File: config.mk
export PLATFORM = sky130hd
export DESIGN_NAME = ghost_dir_arbiter
export DESIGN_NICKNAME = d
export VERILOG_FILES = /design/src/rtl/pacman_pkg.sv /design/src/rtl/ghost_dir_arbiter_rr_picker.sv /design/src/rtl/ghost_dir_arbiter.sv
export SDC_FILE = /design/constraint.sdc
export NUM_CORES = 1
export LEC_CHECK = 0
export BUFFER_PORTS_ARGS = -buffer_cell sky130_fd_sc_hd__buf_2
export CAP_MARGIN = 5
export CORE_MARGIN = 1
export CORE_UTILIZATION = 50
export CTS_CLUSTER_SIZE = 40
export DETAILED_ROUTE_END_ITERATION = 10
export HOLD_SLACK_MARGIN = 0.06
export PLACE_DENSITY = 0.78
export SLEW_MARGIN = 25
export SYNTH_ARGS = -nofsm -noshare
export SYNTH_HDL_FRONTEND = slang
export SYNTH_SLANG_ARGS = --single-unit
File: constraint.sdc
create_clock -name clk -period 3.14 [get_ports clk]
set_input_delay 0.314 -clock clk [delete_from_list [all_inputs] [get_ports clk]]
set_output_delay 0.314 -clock clk [all_outputs]
set_load 0.01 [all_outputs]
File: src/rtl/pacman_pkg.sv
// Shared definitions for the ghost direction logic: headings, wall-mask bit
// order and the arbiter state encoding.
package pacman_pkg;

  localparam logic [1:0] DIR_UP    = 2'd0;
  localparam logic [1:0] DIR_RIGHT = 2'd1;
  localparam logic [1:0] DIR_DOWN  = 2'd2;
  localparam logic [1:0] DIR_LEFT  = 2'd3;

  // Wall mask nibble: bit index equals the direction code, 1 = blocked.
  localparam int WALL_UP_BIT    = 0;
  localparam int WALL_RIGHT_BIT = 1;
  localparam int WALL_DOWN_BIT  = 2;
  localparam int WALL_LEFT_BIT  = 3;

  typedef enum logic [1:0] {
    IDLE     = 2'd0,
    DRAW     = 2'd1,
    FALLBACK = 2'd2,
    GRANT    = 2'd3
  } arb_state_t;

  // Opposite heading; flipping bit 1 maps up<->down and right<->left.
  function automatic logic [1:0] reverse_dir(input logic [1:0] d);
    return d ^ 2'b10;
  endfunction

endpackage

File: src/rtl/ghost_dir_arbiter_rr_picker.sv
// Round-robin search: first set request bit at or after ptr, wrapping at N.
module rr_picker #(
  parameter int N  = 4,
  parameter int PW = $clog2(N)
) (
  input  logic [N-1:0]  req,
  input  logic [PW-1:0] ptr,
  output logic [PW-1:0] idx,
  output logic          found
);

  // Scan offsets from farthest to nearest so the nearest hit wins.
  always_comb begin
    idx   = '0;
    found = 1'b0;
    for (int k = N - 1; k >= 0; k--) begin
      int pos;
      pos = int'(ptr) + k;
      if (pos >= N) pos = pos - N;
      if (req[pos]) begin
        idx   = PW'(pos);
        found = 1'b1;
      end
    end
  end

endmodule

File: src/rtl/ghost_dir_arbiter.sv
// Shares one random direction source among the ghosts: round-robin accept,
// random draws until a legal heading, deterministic fallback when draws run out.
//
// state    | meaning
// IDLE     | waiting for any request; accepts one and latches its cell data
// DRAW     | tests the current random value against walls and reversal
// FALLBACK | draws exhausted; picks a heading deterministically
// GRANT    | one-cycle grant pulse with the chosen heading
module ghost_dir_arbiter
  import pacman_pkg::*;
#(
  parameter int N_GHOSTS  = 4,
  parameter int MAX_TRIES = 4
) (
  input  logic                  clk,
  input  logic                  rst,
  input  logic [1:0]            rand_val,
  input  logic [N_GHOSTS-1:0]   req,
  input  logic [4*N_GHOSTS-1:0] walls,
  input  logic [2*N_GHOSTS-1:0] cur_dir,
  output logic [N_GHOSTS-1:0]   grant,
  output logic [1:0]            dir_out,
  output logic                  busy
);

  localparam int PW = $clog2(N_GHOSTS);
  localparam int TW = $clog2(MAX_TRIES + 1);

  arb_state_t    state, state_d;
  logic [PW-1:0] ptr;
  logic [PW-1:0] idx_q;
  logic [3:0]    walls_q;
  logic [1:0]    cur_q;
  logic [TW-1:0] try_q, try_d;
  logic [1:0]    dir_q, dir_d;

  logic [PW-1:0] pick_idx;
  logic          pick_found;
  logic          accept;
  logic [1:0]    rev;
  logic          legal;
  logic [1:0]    fb_dir;

  rr_picker #(.N(N_GHOSTS), .PW(PW)) u_picker (
    .req   (req),
    .ptr   (ptr),
    .idx   (pick_idx),
    .found (pick_found)
  );

  assign rev   = reverse_dir(cur_q);
  assign legal = !walls_q[rand_val] && (rand_val != rev);

  // Fallback heading: lowest open non-reverse, else open reverse, else stay put.
  always_comb begin
    fb_dir = cur_q;
    if (!walls_q[rev]) fb_dir = rev;
    for (int d = 3; d >= 0; d--) begin
      if (!walls_q[d] && (2'(d) != rev)) fb_dir = 2'(d);
    end
  end

  // Next-state logic and per-state datapath updates.
  always_comb begin
    state_d = state;
    try_d   = try_q;
    dir_d   = dir_q;
    accept  = 1'b0;
    unique case (state)
      IDLE: begin
        if (pick_found) begin
          accept  = 1'b1;
          try_d   = '0;
          state_d = DRAW;
        end
      end
      DRAW: begin
        if (legal) begin
          dir_d   = rand_val;
          state_d = GRANT;
        end else if (try_q == TW'(MAX_TRIES - 1)) begin
          state_d = FALLBACK;
        end else begin
          try_d = try_q + TW'(1);
        end
      end
      FALLBACK: begin
        dir_d   = fb_dir;
        state_d = GRANT;
      end
      GRANT: begin
        state_d = IDLE;
      end
      default: state_d = IDLE;
    endcase
  end

  // Outputs decode from the registered state so reset clears them at once.
  always_comb begin
    grant   = '0;
    dir_out = 2'd0;
    busy    = (state != IDLE);
    if (state == GRANT) begin
      grant[idx_q] = 1'b1;
      dir_out      = dir_q;
    end
  end

  // State, pointer and latched request data.
  always_ff @(posedge clk) begin
    if (rst) begin
      state   <= IDLE;
      ptr     <= '0;
      idx_q   <= '0;
      walls_q <= '0;
      cur_q   <= DIR_UP;
      try_q   <= '0;
      dir_q   <= DIR_UP;
    end else begin
      state <= state_d;
      try_q <= try_d;
      dir_q <= dir_d;
      if (accept) begin
        idx_q   <= pick_idx;
        walls_q <= walls[int'(pick_idx)*4 +: 4];
        cur_q   <= cur_dir[int'(pick_idx)*2 +: 2];
      end
      if (state == GRANT) begin
        ptr <= (idx_q == PW'(N_GHOSTS - 1)) ? '0 : idx_q + PW'(1);
      end
    end
  end

endmodule

======== After elaboration in Yosys (flattened, before gate mapping) ========
Index checks and enable logic that the tools add are counted.
storage, ports and cells
  register bits ........................... 17
  logic and storage cells ................. 114
operators by class
  $add $sub $neg .......................... 9
  $lt $le $gt $ge ......................... 12
  equality and inequality tests ........... 14
  shift-type cells ........................ 2
  mux-type cells .......................... 50
  bitwise operators ....................... 1
  reduce and logical (&&, ||, !) cells .... 19
operators by type and width
  operator                                                                count
  32-bit by 4-bit < comparator with 1-bit output, second input constant   4
  32-bit two-way mux                                                      4
  32-bit by 4-bit >= comparator with 1-bit output, second input constant  3
  32-bit by 4-bit subtractor with 32-bit output, second input constant    3
  2-bit two-way mux                                                       15
  1-bit two-way mux                                                       17
  16-bit by 5-bit indexed part select with 4-bit output                   1
  1-bit binary-select mux with 2-bit select                               6
  2-bit by 3-bit < comparator with 1-bit output, second input constant    3
  3-bit two-way mux                                                       3
  2-bit inequality test, second input constant                            4
  2-bit case mux with 4 select lines                                      1
  2-bit nonzero test                                                      4
  8-bit by 4-bit indexed part select with 2-bit output                    1
  2-bit by 2-bit adder with 3-bit output, second input constant           2
  2-bit equality test, second input constant                              3
  1-bit logical AND                                                       6
  3-bit case mux with 2 select lines                                      1
  1-bit zero test                                                         5
  4-bit two-way mux                                                       1
  2-bit inequality test, first input constant                             2
  2-bit case mux with 2 select lines                                      1
  2-bit AND reduction                                                     2
  4-bit AND reduction                                                     1
  14 further kinds                                                        14

======== Longest topological paths before layout ========
Gate-level depths: netlist of the first run.
  word-level depth ........................ 12
  mapped depth ............................ 6

======== Modules after synthesis ========
From an unflattened synthesis of the first run, not the netlist that was laid out.
second synthesis, totals
  cells, all modules ...................... 144
  area total of the unflattened synthesis .. 1275.0 sq um
modules (own cells, without submodules)
  module             instances  cells an instance  area an instance (sq um)  sequential area each (sq um)
  ghost_dir_arbiter  1          131                1197.4                    340.3
  rr_picker          1          13                 77.6                      0.0

======== Least setup slack after synthesis of the first run ========
No wires, ideal clock.
  kind .................................... reg2reg
  start point ............................. register state[1]
  end point ............................... register state[1]
  library setup time ...................... 127 ps
  data arrival time ....................... 1272 ps
  path slack .............................. 1741 ps
  stages on the path, launching flop included .. 7
  clock period less this slack ............ 1399 ps
  path through ............................ dfxtp_1 > inv_1 > ha_1 > nor2b_1 > a31oi_1 > mux2i_1 > nor2_1
between the ends
  longest elaborated chain between the ends .. 3
  elaborated cells on any way between the ends .. 8
  classes of those cells .................. eq/ne: 5; mux: 1; reduce/logical: 2
RTL lines
  item                                                                                      RTL line                  text
  from (decl)                                                                               ghost_dir_arbiter.sv:29   arb_state_t state, state_d;
  from (signal assigned)                                                                    ghost_dir_arbiter.sv:120  state <= state_d;
  2-bit by 1-bit equality test with 1-bit output / 2-bit zero test (equally long branches)  ghost_dir_arbiter.sv:69   unique case (state)
  3-bit inequality test (no line) / 2-bit inequality test (equally long branches)           n/a
  2-bit AND reduction (no line)                                                             n/a
Parallel ways exist; a longest one is shown, timed or not.
A chain may end at the register's enable or synchronous reset.

======== Worst setup path in the final report of the first run ========
  start point ............................. register ptr[0]
  end point ............................... register walls_q[1]
between the ends
  longest elaborated chain between the ends .. 12
  elaborated cells on any way between the ends .. 38
  classes of those cells .................. add/sub: 7; order compare: 4; shift: 1; mux: 26
RTL lines
  item                                                                                    RTL line                  text
  from (decl)                                                                             ghost_dir_arbiter.sv:30   logic [PW-1:0] ptr;
  from (signal assigned)                                                                  ghost_dir_arbiter.sv:129  ptr <= (idx_q == PW'(N_GHOSTS - 1)) ? '0 : idx_q + PW'(1);
  branches (longest 12 deep; another with 32-bit by 4-bit subtractor with 32-bit output)  n/a
  to (signal assigned)                                                                    ghost_dir_arbiter.sv:125  walls_q <= walls[int'(pick_idx)*4 +: 4];
  to (decl)                                                                               ghost_dir_arbiter.sv:32   logic [3:0] walls_q;
Several ways; the timed one is not identified. The select of a mux whose other input is x is not followed.

==> results by group, run 1 <==
Status
  – Status: completed

Clocking
  – Postcts setup bufs: 0
  – CTS sink cnt: 17
  – Hold_buf cts: 0
  – Clk slew on worst S/H paths: 110 ps
  – Cts repair resizes: 0
  – CTS Buf Count: 3
  – Clock latency on the worst-skew pair: 300 ps
  – Root Driver: clkbuf_4
  – Clock buffer depth: 2
  – CTS tree: built
  – H-tree lvl count: 1

Place
  – PortBufs: 38
  – Final HPWL DP: 2190 um
  – Placed Cells: 207
  – Gpl congestion: 0.768

Timing
  – Min Hold Slack: 312 ps
  – Count of final hold-check violations: 0
  – Final worst path period need: 1810 ps
  – TNS Setup: 0 ps
  – Max_slew headroom: 0.428
  – Final period util: 0.578
  – Unrepaired setup endpoints after global routing: false
  – Final Skew: 5.80 ps
  – Final count of negative-setup-slack endpoints: 0
  – Max Clk Rate: 551 MHz
  – Worst-margin pin slew: 857 ps
  – Slew Viols, Final: 0

Synthesis
  – Synth Area in Adders: 0.0993
  – Post-Syn Instances: 145
  – Xor and xnor area share after synthesis: 0.00695
  – Largest family of logic cells by synthesized area: simple AND/OR/NAND/NOR gates
  – Mapped Area: 1260 um2
  – Mean Syn Cell Area: 8.69 um2
  – Seq/Total Area, Yosys: 0.270
  – Unique masters post-synth: 32
  – Syn_nets: 187
  – Synth top area share: 0.270
  – Synth area leader: dfxtp_1
  – Simple-gate area share of the yosys netlist: 0.225
  – Synth area leaders: dfxtp_1 27%, mux2i_1 18%, ha_1 9.9%
  – Synth Area in Compound Gates: 0.167
  – Synth warnings: 0
  – Mux share of post-synthesis cell area: 0.183
  – Post-synthesis register bit count: 17

Floorplanning
  – I/O pins: 39
  – Initial Utilization: 0.548
  – Row cnt: 17
  – Die height: 52.2 um
  – Core Box Area: 2300 um2
  – Die area: 2720 um2
  – Die width: 52.2 um

Global route
  – Initial antenna violation count: 0
  – Global-route wire length before repair: 4340 um
  – Vias in the first global route: 1038
  – Largest net degree at the start of global routing: 21
  – Gr usage total: 0.213
  – Gr ovfl total: 0

Critical path
  – CP Data Arrival Time: 2000 ps
  – Crit-path max cell delay: 670 ps
  – CP Class: register to register
  – Crit path capture type: register
  – Worst endpoint required time: 3320 ps
  – Worst-path fanout max: 13
  – Critical Path Start Type: register
  – Critical path buffers and inverters: 1
  – Critical path, cell by cell: inv_1, a21oi_1, a2bb2oi_2, mux2i_1, o221ai_1
  – Start point of the critical path: ptr[0]
  – Slowest cell on crit path: a2bb2oi_2
  – Launch point of the worst reg-to-reg path: ptr[0]
  – CP delay by family, top: compound AO/OA/AOI/OAI gates

Detailed routing
  – Via Count: 1159
  – Post-Route WL: 2720 um
  – DRC viols: 0
  – Via density: 5.49
  – Post-Route M1 WL: 1170 um
  – Drt initial violations: 17
  – Met2 routed WL: 1420 um
  – DRT Pass-1 Iters: 4
  – Highest routed layer: met4
  – Wire length on met3: 106 um
  – Routed Antenna Nets: 0
  – Routed WL per cell: 12.9 um

Finish
  – # fillers: 212
  – Number of diodes: 0
  – Nets: 226
  – Fin cells: 211
  – Area Overhead vs Synth: 18.5%
  – Storage cell area: 340 um2
  – Share of cells above drive strength 1: 0.257
  – Area of the multi-input gates: 858 um2
  – Fin util: 0.650

Pwr
  – P_sw: 0.000364 W
  – Logic pwr share: 0.462
  – Switching share of power: 0.416
  – Total power density per cell area: 586 nW/um2
  – Clock power frac: 0.141
  – Sequential share of power: 0.397
  – VDD IR max: 0.000354 V
  – Power Internal: 0.000511 W
  – Static Leak: 0.671 nW

Hold path
  – Worst hold path class: primary input to register
  – HP Start: walls[6]

Run
  – Max cap viols: 0
path summary, 6_finish.rpt:
check	slack, ps	cells past startpoint	end
hold reg to reg	490	2	dir_q[0]
setup / recovery	1330	5	walls_q[1]
setup reg to reg	1330	5	walls_q[1]
hold / removal	310	3	walls_q[2]
synth_stat cells:
cell / instances
inv_1: 9
buf_2: 1
a2bb2oi_2: 1
nand4_1: 1
nand3b_1: 7
xor2_1: 1
nand4_2: 1
nor4_1: 1
mux2i_1: 23
o21ai_1: 1
o21a_1: 1
and2b_2: 1
o21bai_2: 1
buf_6: 1
o21ai_0: 2
nor2b_1: 1
nor3b_1: 2
o211ai_1: 7
a311o_1: 1
clkbuf_1: 3
nand2_1: 9
nand3_1: 1
or2_0: 2
and2_1: 7
nand2b_1: 5
a31oi_1: 1
dfxtp_1: 17
a21oi_1: 8
ha_1: 10
nor2_1: 12
o221ai_1: 6
nor3_1: 1
placed cells by master (no fill, tap or decap):
cell type  netlist  layout
buf_4            0       1
o21ai_0          2       2
o21bai_2         1       1
a21oi_1          8       8
nand3_1          1       1
o21a_1           1       1
or2_0            2       2
nand3b_1         7       7
a31oi_1          1       1
ha_1            10      10
xor2_1           1       1
clkinv_2         0       1
nand2_1          9       9
and2b_2          1       1
nand4_1          1       1
and2_1           7       7
inv_1            9       9
nand2b_1         5       5
mux2i_1         23      23
nor3b_1          2       2
dfxtp_1         17      17
a311o_1          1       1
a2bb2oi_2        1       1
clkbuf_4         0       3
o221ai_1         6       6
nand4_2          1       1
o21ai_1          1       1
nor2b_1          1       1
buf_2            1      38
nor4_1           1       1
nor3_1           1       1
o211ai_1         7       7
nor2_1          12      12
flip-flops by register name, summed over array words and instances (netlist names):
name,cells
state,2
cur_q,2
walls_q,4
dir_q,2
idx_q,2
ptr,2
try_q,3
power by group through the flow:
stage	Clock [W]	Sequential [W]	Combinational (W)
5_1_grt	0.000136	0.000358	0.000454
2_1_floorplan	0	0.000333	0.000309
6_report	0.000124	0.000347	0.000405
3_5_place_dp	0	0.000352	0.000406
3_3_place_gp	0	0.000349	0.000384
4_1_cts	0.000128	0.000346	0.000408
area by class of cell:
| type | instances | area share |
|---|---|---|
| repair buffers | 39 | 0.132 |
| multi-input cells | 114 | 0.575 |
| flip-flops and latches | 17 | 0.228 |
| clock buffers | 3 | 0.0151 |
| clock inverters | 1 | 0.00335 |
| inverters | 9 | 0.0226 |
| well taps | 28 | 0.0235 |
metal layers:
layer | up-vias | GRT usage
li1 | 593 | -
met3 | 2 | 0.0261
met5 | - | 0
met4 | 0 | 0.0439
met1 | 532 | 0.244
met2 | 32 | 0.415
worst register-to-register path, stage by stage (launching register included):
cell	delay, ps
dfxtp_1	380
inv_1	60
a21oi_1	160
a2bb2oi_2	670
mux2i_1	290
o221ai_1	140
logic make-up (layout without fill, tap and decap cells):
| group | Yosys count | count (layout) |
|---|---|---|
| simple gates | 51 | 51 |
| compound gates | 29 | 29 |
| mux | 23 | 23 |
| flops | 17 | 17 |
| buf+inv | 14 | 52 |
| fa+ha+maj | 10 | 10 |
| xor+xnor | 1 | 1 |
stage by stage:
stage          total power (W)  setup slack, ps  instance area (um2)
3_5_place_dp          0.000758             1240                 1470
2_1_floorplan         0.000642             1740                 1260
6_report              0.000875             1330                 1490
5_1_grt               0.000947             1140                 1490
3_3_place_gp          0.000733             1330                 1470
4_1_cts               0.000883             1300                 1490
(Power assumes the default switching activity.)
==> run 2: changes to the inputs <==
ABC_AREA = 1   (was not set)
PLACE_DENSITY = 0.77   (was 0.78)
clock period = 1.67 ns   (was 3.14 ns; I/O delays follow)
==> run 2 against run 1 <==
Compared with the run above: the run now ends with negative setup slack left; maximum frequency is 8.4% higher; clock power is 89% higher; final cell count is 47% higher; core utilization is 10 points higher; non-clock buffer count is 13 higher; die area is 10% higher; highest routed layer unchanged.
==> results by group, run 2 <==
Hold path
  – Hold depth: 2 (was 3)
  – Worst hold path class: primary input to register (unchanged)
  – Hold path endpoint: ptr[1] (was walls_q[2])
  – HP Start: rst (was walls[6])

Status
  – Violated checks: negative setup slack
  – Status: finished, violations left (was completed)

Floorplanning
  – Die width: 54.8 um (was 52.2 um)
  – Row cnt: 18 (was 17)
  – Die area: 3010 um2 (was 2720 um2)
  – Die height: 54.8 um (was 52.2 um)
  – I/O pins: 39 (unchanged)
  – Core Box Area: 2570 um2 (was 2300 um2)
  – Initial Utilization: 0.543 (was 0.548)

Clocking
  – Hold_buf cts: 0 (unchanged)
  – Root Driver: clkbuf_4 (unchanged)
  – CTS Buf Count: 3 (unchanged)
  – Clock buffer depth: 2 (unchanged)
  – H-tree lvl count: 1 (unchanged)
  – CTS tree: built (unchanged)
  – Clock latency on the worst-skew pair: 310 ps (was 300 ps)
  – CTS sink cnt: 17 (unchanged)
  – Clk slew on worst S/H paths: 120 ps (was 110 ps)

Timing
  – Slew Viols, Final: 0 (unchanged)
  – Final period util: 1.00 (was 0.578)
  – Unrepaired setup endpoints after global routing: true (was false)
  – Final worst path period need: 1670 ps (was 1810 ps)
  – Final Skew: 15.2 ps (was 5.80 ps)
  – Final count of negative-setup-slack endpoints: 1 (was 0)
  – Count of final hold-check violations: 0 (unchanged)
  – Max_slew headroom: 0.723 (was 0.428)
  – Worst-margin pin slew: 416 ps (was 857 ps)
  – Max Clk Rate: 597 MHz (was 551 MHz)
  – Setup ws final: -4.39 ps (was 1330 ps)

Detailed routing
  – DRC viols: 0 (unchanged)
  – Via Count: 1637 (was 1159)
  – Routed WL per cell: 11.9 um (was 12.9 um)
  – Via density: 5.28 (was 5.49)
  – Routed Antenna Nets: 0 (unchanged)
  – Drt initial violations: 51 (was 17)
  – Post-Route WL: 3690 um (was 2720 um)
  – DRT Pass-1 Iters: 5 (was 4)

Finish
  – Fin area: 1930 um2 (was 1490 um2)
  – Leading cell type in the layout, fill and taps excluded: nand2_1 (was buf_2)
  – Regs by FF count: walls_q x4, try_q x3 (unchanged)
  – Number of diodes: 0 (unchanged)
  – Commonest cells after routing, fill and taps aside: 43 x nand2_1, 38 x buf_2, 33 x inv_1, 23 x nand3_1, 18 x a21oi_1 (was 38 x buf_2, 23 x mux2i_1, 17 x dfxtp_1, 12 x nor2_1, 10 x ha_1)
  – Max reg flops: 4 (unchanged)
  – Share of cells above drive strength 1: 0.371 (was 0.257)
  – Nets: 323 (was 226)
  – Area Overhead vs Synth: 38.2% (was 18.5%)
  – Most flops, register: walls_q (unchanged)

Global route
  – Global-route wire length before repair: 5210 um (was 4340 um)
  – Gr usage total: 0.241 (was 0.213)
  – Largest net degree at the start of global routing: 12 (was 21)
  – Gr ovfl total: 0 (unchanged)
  – Initial antenna violation count: 0 (unchanged)
  – Vias in the first global route: 1290 (was 1038)

Place
  – Area after DPL: 1680 um2 (was 1470 um2)
  – Gpl congestion: 0.905 (was 0.768)
  – PortBufs: 38 (unchanged)
  – Pre-CTS WS: -85.4 ps (was 1240 ps)
  – Final HPWL DP: 2550 um (was 2190 um)

Critical path
  – Critical Path Start Type: register (unchanged)
  – Crit path capture type: register (unchanged)
  – R2R depth: 11 (was 5)
  – CP Class: register to register (unchanged)
  – Worst endpoint required time: 1860 ps (was 3320 ps)
  – Launch point of the worst reg-to-reg path: ptr[0] (unchanged)
  – Reg2reg end: walls_q[2] (was walls_q[1])
  – CP Data Arrival Time: 1870 ps (was 2000 ps)
  – Worst-path fanout max: 10 (was 13)
  – Reg2reg setup slack: -4 ps (was 1330 ps)

Pwr
  – Total power density per cell area: 1410 nW/um2 (was 586 nW/um2)
  – VDD IR max: 0.00113 V (was 0.000354 V)
  – Static Leak: 1.02 nW (was 0.671 nW)

Synthesis
  – Seq/Total Area, Yosys: 0.244 (was 0.270)
  – Ys flop type: dfxtp_1 (unchanged)
  – Synth area leader: dfxtp_1 (unchanged)
  – Post-synth EDFFs: 0 (unchanged)
  – Post-Syn Instances: 228 (was 145)
  – Mapped Area: 1400 um2 (was 1260 um2)
  – Synth cell count leaders: 58 x nand2_1, 36 x inv_1, 28 x nand3_1 (was 23 x mux2i_1, 17 x dfxtp_1, 12 x nor2_1)
  – Most numerous cell in the Yosys netlist: nand2_1 (was mux2i_1)
  – Unique masters post-synth: 25 (was 32)
  – Async SR Flop Fraction: 0 (unchanged)
  – Synth top area share: 0.244 (was 0.270)
  – Mean Syn Cell Area: 6.12 um2 (was 8.69 um2)
  – Post-synthesis register bit count: 17 (unchanged)
  – Synth area leaders: dfxtp_1 24%, nand2_1 16%, nand3_1 10% (was dfxtp_1 27%, mux2i_1 18%, ha_1 9.9%)
  – Synth warnings: 0 (unchanged)
  – Syn_nets: 270 (was 187)

Run
  – Max cap viols: 0 (unchanged)
run 2: kinds of logic after synthesis:
| family | after synthesis | synth area share |
|---|---|---|
| buffers and inverters | 42 | 0.124 |
| XOR/XNOR | 1 | 0.00628 |
| adder cells (fa/ha/maj) | 10 | 0.0897 |
| AO/OA/AOI/OAI | 45 | 0.170 |
| flip-flops | 17 | 0.244 |
| AND/OR/NAND/NOR | 113 | 0.366 |
run 2: cell type report:
type | instances | area (um2)
well taps | 30 | 37.5
fillers | 236 | 639
flip-flops and latches | 17 | 349
clock buffers | 3 | 22.5
repair buffers | 52 | 314
clock inverters | 1 | 5.00
inverters | 38 | 151
multi-input cells | 169 | 1050
run 2: how the worst max path moves through the flow:
stage,slack (ps),from,to,cells past startpoint
floorplan,130,ptr[0],cur_q[1],13
global placement,-40,ptr[0],walls_q[3],12
detailed placement,-90,ptr[1],walls_q[1],11
CTS,0.9,ptr[0],cur_q[0],13
global route,-60,ptr[0],cur_q[1],13
finish,-4,ptr[0],walls_q[2],11
run 2: worst max-delay path, cell delays in order (launching register included):
cell,delay [ps]
dfxtp_4,390
buf_6,130
nand2_2,60
o21ai_2,80
nand2_4,100
nand2_4,70
nor3_4,210
nand2_2,100
nand2_4,140
inv_6,70
o21ai_1,170
a21oi_2,50
run 2: what timing repair did:
action,4_1_cts,5_1_grt
setup buffers,0,3
pin swaps,0,19
setup endpoints to repair,12,17
resized for setup,5,55
run 2: stage by stage:
step / hold WS (ps) / instances / setup TNS, ps / util / total power [W]
3_3_place_gp: 399 / 303 / -196 / 0.653 / 0.00207
4_1_cts: 92.8 / 307 / 0 / 0.668 / 0.00236
2_1_floorplan: 236 / 228 / 0 / - / 0.00170
3_5_place_dp: 400 / 303 / -465 / 0.653 / 0.00209
5_1_grt: 113 / 310 / -305 / 0.751 / 0.00299
6_report: 117 / 310 / -4.39 / 0.751 / 0.00272
run 2: where the power goes:
group / total [W] / internal [W] / switching [W]
Combinational: 0.00179 / 0.000732 / 0.00105
Clock: 0.000234 / 0.0000893 / 0.000145
Sequential: 0.000704 / 0.000556 / 0.000148
Total: 0.00272 / 0.00138 / 0.00135
run 2: metal layers:
| layer | vias to the layer above | GRT usage | routed length (um) |
|---|---|---|---|
| li1 | 838 | - | - |
| met1 | 721 | 0.293 | 1550 |
| met2 | 76 | 0.438 | 1870 |
| met3 | 2 | 0.0528 | 260 |
| met4 | 0 | 0.0256 | 13 |
| met5 | - | 0 | 0 |
